<file path="config.mk">
export PLATFORM = sky130hd
export DESIGN_NAME = ps2_host_tx
export DESIGN_NICKNAME = d
export VERILOG_FILES = /design/src/rtl/ps2_host_tx.sv
export SDC_FILE = /design/constraint.sdc
export NUM_CORES = 1
export LEC_CHECK = 0
export ABC_AREA = 1
export BUFFER_PORTS_ARGS = -buffer_cell sky130_fd_sc_hd__buf_2
export CORE_ASPECT_RATIO = 2
export CORE_MARGIN = 4
export CORE_UTILIZATION = 60
export DETAILED_ROUTE_END_ITERATION = 12
export PLACE_DENSITY = 0.79
export SETUP_SLACK_MARGIN = 0.05
export SYNTH_ARGS = -nofsm -noshare
export SYNTH_HDL_FRONTEND = slang
export SYNTH_SLANG_ARGS = --single-unit
</file>
<file path="constraint.sdc">
create_clock -name clk -period 2 [get_ports clk]
set_input_delay 0.2 -clock clk [delete_from_list [all_inputs] [get_ports clk]]
set_output_delay 0.2 -clock clk [all_outputs]
set_load 0.05 [all_outputs]
</file>
<file path="src/rtl/ps2_host_tx.sv">
// Host-to-device PS/2 transmitter: inhibits the bus, issues a request-to-send, then shifts
// a byte out on device-generated clock edges and checks the device ACK.
module ps2_host_tx #(
    parameter int INHIBIT_CYC = 2500,
    parameter int TIMEOUT_CYC = 375000,
    parameter int SYNC_STAGES = 2
) (
    input  logic       clk,
    input  logic       rst,
    input  logic       start,
    input  logic [7:0] data,
    output logic       rdy,
    output logic       done,
    output logic       err,
    input  logic       ps2c_in,
    input  logic       ps2d_in,
    output logic       ps2c_oe,
    output logic       ps2d_oe
);

    localparam int MAX_CYC = (TIMEOUT_CYC > INHIBIT_CYC) ? TIMEOUT_CYC : INHIBIT_CYC;
    localparam int CW      = $clog2(MAX_CYC + 1);

    typedef enum logic [2:0] {
        IDLE,
        INHIBIT,
        REQ,
        SEND,
        WAITREL
    } state_t;

    state_t                 state, state_nxt;
    logic [CW-1:0]          cnt, cnt_nxt;
    logic [3:0]             n, n_nxt;
    logic [9:0]             frame_q, frame_nxt;
    logic                   rdy_nxt, done_nxt, err_nxt, c_oe_nxt, d_oe_nxt;
    logic [SYNC_STAGES-1:0] c_sync, d_sync;
    logic                   c_prev;
    logic                   c_s, d_s, fe, timeout;

    assign c_s     = c_sync[SYNC_STAGES-1];
    assign d_s     = d_sync[SYNC_STAGES-1];
    assign fe      = c_prev & ~c_s;
    assign timeout = (cnt == CW'(TIMEOUT_CYC - 1));

    // Idle PS/2 lines float high, so the synchronizers reset to 1 to avoid a false edge.
    always_ff @(posedge clk) begin
        if (!rst) begin
            c_sync <= '1;
            d_sync <= '1;
            c_prev <= 1'b1;
        end else begin
            c_sync <= (c_sync << 1) | SYNC_STAGES'(ps2c_in);
            d_sync <= (d_sync << 1) | SYNC_STAGES'(ps2d_in);
            c_prev <= c_s;
        end
    end

    always_ff @(posedge clk) begin
        if (!rst) begin
            state   <= IDLE;
            cnt     <= '0;
            n       <= '0;
            frame_q <= '0;
            rdy     <= 1'b1;
            done    <= 1'b0;
            err     <= 1'b0;
            ps2c_oe <= 1'b0;
            ps2d_oe <= 1'b0;
        end else begin
            state   <= state_nxt;
            cnt     <= cnt_nxt;
            n       <= n_nxt;
            frame_q <= frame_nxt;
            rdy     <= rdy_nxt;
            done    <= done_nxt;
            err     <= err_nxt;
            ps2c_oe <= c_oe_nxt;
            ps2d_oe <= d_oe_nxt;
        end
    end

    always_comb begin
        state_nxt = state;
        cnt_nxt   = cnt;
        n_nxt     = n;
        frame_nxt = frame_q;
        rdy_nxt   = rdy;
        done_nxt  = 1'b0;
        err_nxt   = err;
        c_oe_nxt  = ps2c_oe;
        d_oe_nxt  = ps2d_oe;

        case (state)
            IDLE: begin
                rdy_nxt  = 1'b1;
                c_oe_nxt = 1'b0;
                d_oe_nxt = 1'b0;
                if (start && rdy) begin
                    frame_nxt = {1'b1, ~^data, data};
                    err_nxt   = 1'b0;
                    rdy_nxt   = 1'b0;
                    cnt_nxt   = '0;
                    c_oe_nxt  = 1'b1;
                    state_nxt = INHIBIT;
                end
            end

            INHIBIT: begin
                if (cnt == CW'(INHIBIT_CYC - 1)) begin
                    cnt_nxt   = '0;
                    n_nxt     = '0;
                    c_oe_nxt  = 1'b0;
                    d_oe_nxt  = 1'b1;
                    state_nxt = REQ;
                end else begin
                    cnt_nxt = cnt + CW'(1);
                end
            end

            REQ, SEND, WAITREL: begin
                // The timeout check comes first so that it wins over a coincident clock edge.
                if (timeout) begin
                    cnt_nxt   = '0;
                    c_oe_nxt  = 1'b0;
                    d_oe_nxt  = 1'b0;
                    err_nxt   = 1'b1;
                    done_nxt  = 1'b1;
                    rdy_nxt   = 1'b1;
                    state_nxt = IDLE;
                end else begin
                    cnt_nxt = cnt + CW'(1);
                    if (state == REQ) begin
                        state_nxt = SEND;
                    end else if (state == SEND) begin
                        if (fe) begin
                            n_nxt = n + 4'd1;
                            // Edges 1..10 put data, parity and the stop bit on the line; edge 11 is the ACK.
                            if (n == 4'd10) begin
                                err_nxt   = d_s;
                                state_nxt = WAITREL;
                            end else begin
                                d_oe_nxt  = ~frame_q[0];
                                frame_nxt = {1'b1, frame_q[9:1]};
                            end
                        end
                    end else if (c_s && d_s) begin
                        cnt_nxt   = '0;
                        done_nxt  = 1'b1;
                        rdy_nxt   = 1'b1;
                        state_nxt = IDLE;
                    end
                end
            end

            default: begin
                c_oe_nxt  = 1'b0;
                d_oe_nxt  = 1'b0;
                rdy_nxt   = 1'b1;
                state_nxt = IDLE;
            end
        endcase
    end

endmodule
</file>
==> metrics.yaml, run 1 <==
worst_setup_path:
  r2r-start: "state[0]"
  r2r-end: "cnt[12]"
  path_max_fanout: 9
  cp.required_ns: 2.19
  cp-endpoint: "cnt[12]"
  max_stage_delay_ns: 0.35
  startpoint: "state[0]"
  worst-path-stages: 10
  worstSetupPathType: "flop to flop"
  worst_setup_path_start_kind: "flop"
  rrSetupSlack_ns: 0.22
  slowest_stage: "dfxtp_1"
  cp_cell_sequence: "inv_1 > nand2_1 > nor2_1 > nand2_2 > nand2_4 > inv_2 > buf_4 > nand2_1 > xor2_1 > nor2_1"
  worstRegToRegCells: 10
  worst-path-buf-inv: 3
  crit_arrival_ns: 1.97
  cp_top_family: "simple AND/OR/NAND/NOR gates"
  cp-end-kind: "flop"
logic_synthesis:
  ys_seq_area_share_pct: 34.4
  synth-edff-count: 0
  synth_warnings: 0
  synth_nets: 427
  syn_area_sq_um: 2680
  synthArstFlopShare_pct: 0
  synthCells: 411
  avgSynthCellArea_sq_um: 6.52
  synthDistinctLibCells: 35
  ys_ff_latch: 46
  synth_ff_type: "dfxtp_1"
finish:
  antenna_cells: 0
  layout.nets: 454
  fin_area_sq_um: 2980
  post-route-util_pct: 68.6
  drive_gt1_share_pct: 17.1
  areaGrowthSynthToFinish_pct: 11.1
  fin_cells: 493
detailed_routing:
  drc: 0
  first_pass_iters: 4
  drt_iter0_drc: 105
  drt_wl_total_um: 6920
  via_per_inst: 5.55
  wl_per_cell_um: 14.0
  drtAntennaViolNets: 0
  vias: 2734
place:
  dp_hpwl_um: 5410
  globalplace.congestion: 0.926
  dp_cells: 485
  placed_cell_area_sq_um: 2860
  portBuffers: 17
global_route:
  grt.busiest_layer: "met2"
  grt_pass1_wl_um: 11500
  use_met2_pct: 51.3
  grt_use_total_pct: 25.5
  grt_pass1_vias: 2773
  antenna_found_initial: 0
  grt_use_met1_pct: 21.0
  grt_max_degree: 24
  use_met3_pct: 3.51
  overflow: 0
clock_tree:
  postCtsSetupBuffers: 0
  clock_path_buffers: 2
  cts_buffers: 5
  cts_max_level: 2
  path_clk_slew_ns: 0.09
  cts_hold_buffers: 0
  cts_tree: "done"
  cts.repair.resized: 0
  clock_latency_ns: 0.30
  clock_sinks: 46
  root_buffer: "clkbuf_8"
die:
  floorplan.die.width_um: 55.2
  io_pins: 18
  die_area_sq_um: 5660
  start_util_pct: 61.7
  core_sq_um: 4340
  rows: 34
  die_h_um: 102
sta:
  slew_headroom_pct: 62.7
  rsz0062_at_grt: "no"
  min_period_ns: 1.78
  fmax_mhz: 562
  worst_slew_pin_slew_ns: 0.554
  drv_slew: 0
  period_share_pct: 89.0
  hold_viol: 0
  skew_ns: 0.00542
  setup_viol: 0
  tns_ns: 0
hold_path:
  holdCritPathClass: "primary input to flop"
power_and_ir_drop:
  p_leak_nw: 1.32
  worst_ir_drop_vdd_mv: 0.939
  power_density_nw_per_um2: 1190
outcome:
  status: "finished, final reports clean"
flow_run:
  cap_violations: 0
-- power by group --
group,leakage [nW],internal [mW],switching (mW),total (mW)
Combinational,0.891,0.553,1.19,1.75
Clock,0.0482,0.279,0.320,0.600
Sequential,0.376,1.07,0.112,1.19
-- layout by cell type (no fill, tap or decap), types with 5 or more instances in the layout --
cell | synthesis | layout
nor2_2 | 7 | 9
dfxtp_1 | 46 | 44
xnor2_1 | 7 | 7
or2_2 | 5 | 5
nor3_1 | 16 | 15
o21ai_0 | 19 | 19
inv_2 | 7 | 7
nand3_1 | 29 | 29
a21oi_1 | 10 | 10
clkbuf_8 | 0 | 6
xor2_1 | 6 | 6
inv_1 | 36 | 36
buf_2 | 2 | 17
nand4_1 | 6 | 6
buf_4 | 1 | 10
nand2_1 | 103 | 103
nor2_1 | 80 | 77
-- sequential cells by signal, indices dropped and copies added, names as in the netlist, 2 cells and up --
name and flops:
c_sync 2, cnt 19, d_sync 2, frame_q 10
n 4, state 3
-- worst min path at each step --
stage,startpoint,to,cells after the start
finish,ps2c_in,c_sync[0],2
global route,ps2c_in,c_sync[0],2
CTS,ps2c_in,c_sync[0],2
detailed placement,ps2c_in,c_sync[0],2
global placement,ps2d_in,d_sync[0],2
floorplan,ps2c_in,c_sync[0],1
-- worst register-to-register path, delay by kind of cell, from the launching register on --
family | cells | cell delay (ns)
AND/OR/NAND/NOR | 6 | 0.81
flip-flops | 1 | 0.35
buffers and inverters | 3 | 0.34
XOR/XNOR | 1 | 0.16
-- kinds of logic (layout without fill, tap and decap cells) --
family                     Yosys count  after routing  synth area share (%)
AOI/OAI and AO/OA                   37             37                  7.89
adders and majority gates            3              3                  1.40
and+or+nand+nor                    262            262                  44.2
DFF                                 46             46                  34.4
buffers and inverters               50             78                  7.85
xor gates and xnor gates            13             13                  4.25
-- synthesized netlist by cell type, types with 2 or more instances --
cell / instances / area, sq um
o21ai_0: 19 / 95.1
nor2_1: 80 / 300
buf_2: 2 / 10.0
inv_1: 36 / 135
xor2_1: 6 / 52.6
nand3_4: 2 / 35.0
nand2_2: 4 / 25.0
nor3_1: 16 / 80.1
o21bai_1: 2 / 15.0
a21oi_1: 10 / 50.1
xnor2_1: 7 / 61.3
inv_2: 7 / 26.3
clkbuf_1: 3 / 11.3
nand4_1: 6 / 37.5
nand2_4: 2 / 22.5
dfxtp_1: 46 / 921
nor2_2: 7 / 43.8
ha_1: 3 / 37.5
nand3_2: 3 / 30.0
nand2_1: 103 / 387
nand3_1: 29 / 145
or2_2: 5 / 31.3
-- metrics by stage --
stage          hold slack, ns  total power [mW]  worst slack [ns]
2_1_floorplan           0.307              2.51             0.369
3_3_place_gp            0.386              2.89             0.221
3_5_place_dp            0.388              2.92             0.162
4_1_cts                0.0797              3.51             0.147
5_1_grt                0.0715              3.78            0.0560
6_report               0.0772              3.53             0.219
-- per-layer routing --
metal / vias up / part of all wire (%)
met5: - / 0
met4: 0 / 5.9
met3: 35 / 3.7
met2: 86 / 58
met1: 1256 / 33
li1: 1357 / -
-- layout make-up --
cell class,count,area [sq um]
clock buffers,7,86.3
well taps,54,67.6
inverters,43,161
clock inverters,1,5.00
flip-flops and latches,46,923
fillers,424,1360
multi-input cells,315,1570
repair buffers,27,160
No activity file was read; power rests on OpenSTA's default activity.
==> inputs of run 2 (changes only) <==
--- a/config.mk
+++ b/config.mk
@@ -11,6 +11,7 @@
 export CORE_MARGIN = 4
 export CORE_UTILIZATION = 60
 export DETAILED_ROUTE_END_ITERATION = 12
+export GPL_TIMING_DRIVEN = 0
 export PLACE_DENSITY = 0.79
 export SETUP_SLACK_MARGIN = 0.05
 export SYNTH_ARGS = -nofsm -noshare
==> run 2 against run 1 <==
Compared with the run above: worst hold slack gained 0.0038 ns; first-iteration DRC count shrank 13%; total power grew 0.65%.
==> metrics.yaml, run 2 (same netlist as run 1, synthesis figures left out) <==
hold_path:
  holdCritPathClass: "primary input to flop"
clock_tree:
  clock_path_buffers: 2  # unchanged
  cts_max_level: 2  # unchanged
  cts_buffers: 5  # unchanged
  cts_tree: "done"
  clock_sinks: 46  # unchanged
  root_buffer: "clkbuf_8"
  path_clk_slew_ns: 0.08  # about the same
  clock_latency_ns: 0.30  # about the same
detailed_routing:
  drc: 0  # unchanged
  drt_wl_total_um: 6830  # -1.2%
  vias: 2755  # +0.77%
  drtAntennaViolNets: 0  # unchanged
  drt_iter0_drc: 91  # -13%
  first_pass_iters: 4  # unchanged
  wl_per_cell_um: 13.9  # -0.84%
  via_per_inst: 5.61  # +1.2%
sta:
  hold_viol: 0  # unchanged
  slew_headroom_pct: 68.5  # +5.8 points
  skew_ns: 0.0102  # +0.00474 ns
  min_period_ns: 1.82  # +0.0379 ns
  worst_slew_pin_slew_ns: 0.472  # -0.0817 ns
  fmax_mhz: 550  # -2.1%
  drv_slew: 0  # unchanged
  setup_viol: 0  # unchanged
  period_share_pct: 90.9  # +1.9 points
  rsz0062_at_grt: "no"
finish:
  fin_area_sq_um: 2980  # +0.25%
  antenna_cells: 0  # unchanged
  layout.nets: 453  # -0.22%
  top_register: "cnt"
  reg_top3: "cnt: 19 flops, frame_q: 10 flops, n: 4 flops"
  nFillCells: 431  # +1.7%
  mostFrequentLayoutCell: "nand2_1"
  largest_register_ffs: 19  # unchanged
  drive_gt1_share_pct: 16.5  # -0.61 points
  post-route-util_pct: 68.8  # +0.17 points
  mostFrequentLayoutCells: "nand2_1 (103), nor2_1 (77), dfxtp_1 (43), inv_1 (36), nand3_1 (29)"
  areaGrowthSynthToFinish_pct: 11.4
global_route:
  grt_pass1_wl_um: 11700  # +1.5%
  grt_use_total_pct: 25.8  # +0.23 points
  grt_pass1_vias: 2820  # +1.7%
  grt_max_degree: 14  # -42%
  overflow: 0  # unchanged
  antenna_found_initial: 0  # unchanged
outcome:
  status: "finished, final reports clean"
worst_setup_path:
  worst_setup_path_start_kind: "flop"
  cp-end-kind: "flop"
  crit_arrival_ns: 2.00  # +0.03 ns
  path_max_fanout: 10  # +1
  worstSetupPathType: "flop to flop"
  cp.required_ns: 2.19  # about the same
flow_run:
  cap_violations: 0  # unchanged
place:
  globalplace.congestion: 0.932  # +0.63%
  portBuffers: 17  # unchanged
  placed_cell_area_sq_um: 2830  # -0.92%
  dp_hpwl_um: 5480  # +1.3%
power_and_ir_drop:
  p_total_mw: 3.56  # +0.65%
  p_leak_nw: 1.30  # -1.3%
  worst_ir_drop_vdd_mv: 0.914  # -2.6%
  power_density_nw_per_um2: 1190  # +0.40%
die:
  rows: 34  # unchanged
  start_util_pct: 61.7  # unchanged
  floorplan.die.width_um: 55.2  # unchanged
  io_pins: 18  # unchanged
  core_sq_um: 4340  # unchanged
  die_h_um: 102  # unchanged
  die_area_sq_um: 5660  # unchanged
[run 2: cell types whose count changed in the layout (fill, tap and decap cells not counted), moves of 2 or more]
cell / previous run / this run
clkbuf_1: 1 / 4
buf_4: 10 / 2
buf_2: 17 / 19
buf_12: 0 / 2
[run 2: worst paths after layout]
kind / start / end / slack, ns / depth (start not counted)
setup / recovery: cnt[0] / cnt[17] / 0.18 / 11
setup reg to reg: cnt[0] / cnt[17] / 0.18 / 11
hold / removal: ps2d_in / d_sync[0] / 0.08 / 2
hold reg to reg: c_sync[0] / c_sync[1] / 0.42 / 1
[run 2: layout make-up]
type	instances	area, sq um	share of cell area [%]
Clock buffer	6	72.6	2.43
Timing Repair Buffer	19	113	3.77
Multi-Input combinational cell	315	1580	53.1
Tap cell	54	67.6	2.26
Sequential cell	46	927	31.1
Buffer	7	48.8	1.64
Clock inverter	1	7.51	0.252
Inverter	43	164	5.49
[run 2: critical path: stages (launching register included)]
cell and delay [ns]:
dfxtp_4 0.39, ha_4 0.16, nand2_1 0.10, inv_2 0.10
nand2_1 0.06, nor2_2 0.12, nand3_4 0.14, nand3b_2 0.17
nand3_4 0.12, nand2_4 0.14, buf_12 0.15, nor2_1 0.06
[run 2: timing repair]
action                                  in CTS  in global routing
endpoints found under the setup margin      19                 23
setup buffers                                0                  2
pin swaps                                    0                  1
gates resized for setup                      3                 10
hold buffers                                 0                  0
[run 2: power by group]
part	internal (mW)	switching, mW	total [mW]	leakage (nW)
sequential	1.07	0.113	1.19	0.377
combinational	0.616	1.20	1.81	0.884
clock	0.240	0.313	0.554	0.0373
[run 2: metrics by stage]
stage | setup slack [ns] | hold slack [ns] | TNS [ns] | std cells
floorplan | 0.369 | 0.307 | 0 | 411
global placement | 0.0939 | 0.385 | 0 | 482
detailed placement | -0.00562 | 0.389 | -0.00562 | 482
CTS | 0.0687 | 0.0766 | 0 | 489
global route | 0.0616 | 0.0849 | 0 | 491
finish | 0.182 | 0.0810 | 0 | 491
[run 2: per-layer routing]
layer / up-vias / wire [um] / global-route usage, %
li1: 1360 / - / -
met1: 1258 / 2120 / 20.6
met2: 88 / 3850 / 51.5
met3: 49 / 237 / 3.51
met4: 0 / 620 / 24.2
met5: - / 0 / 0
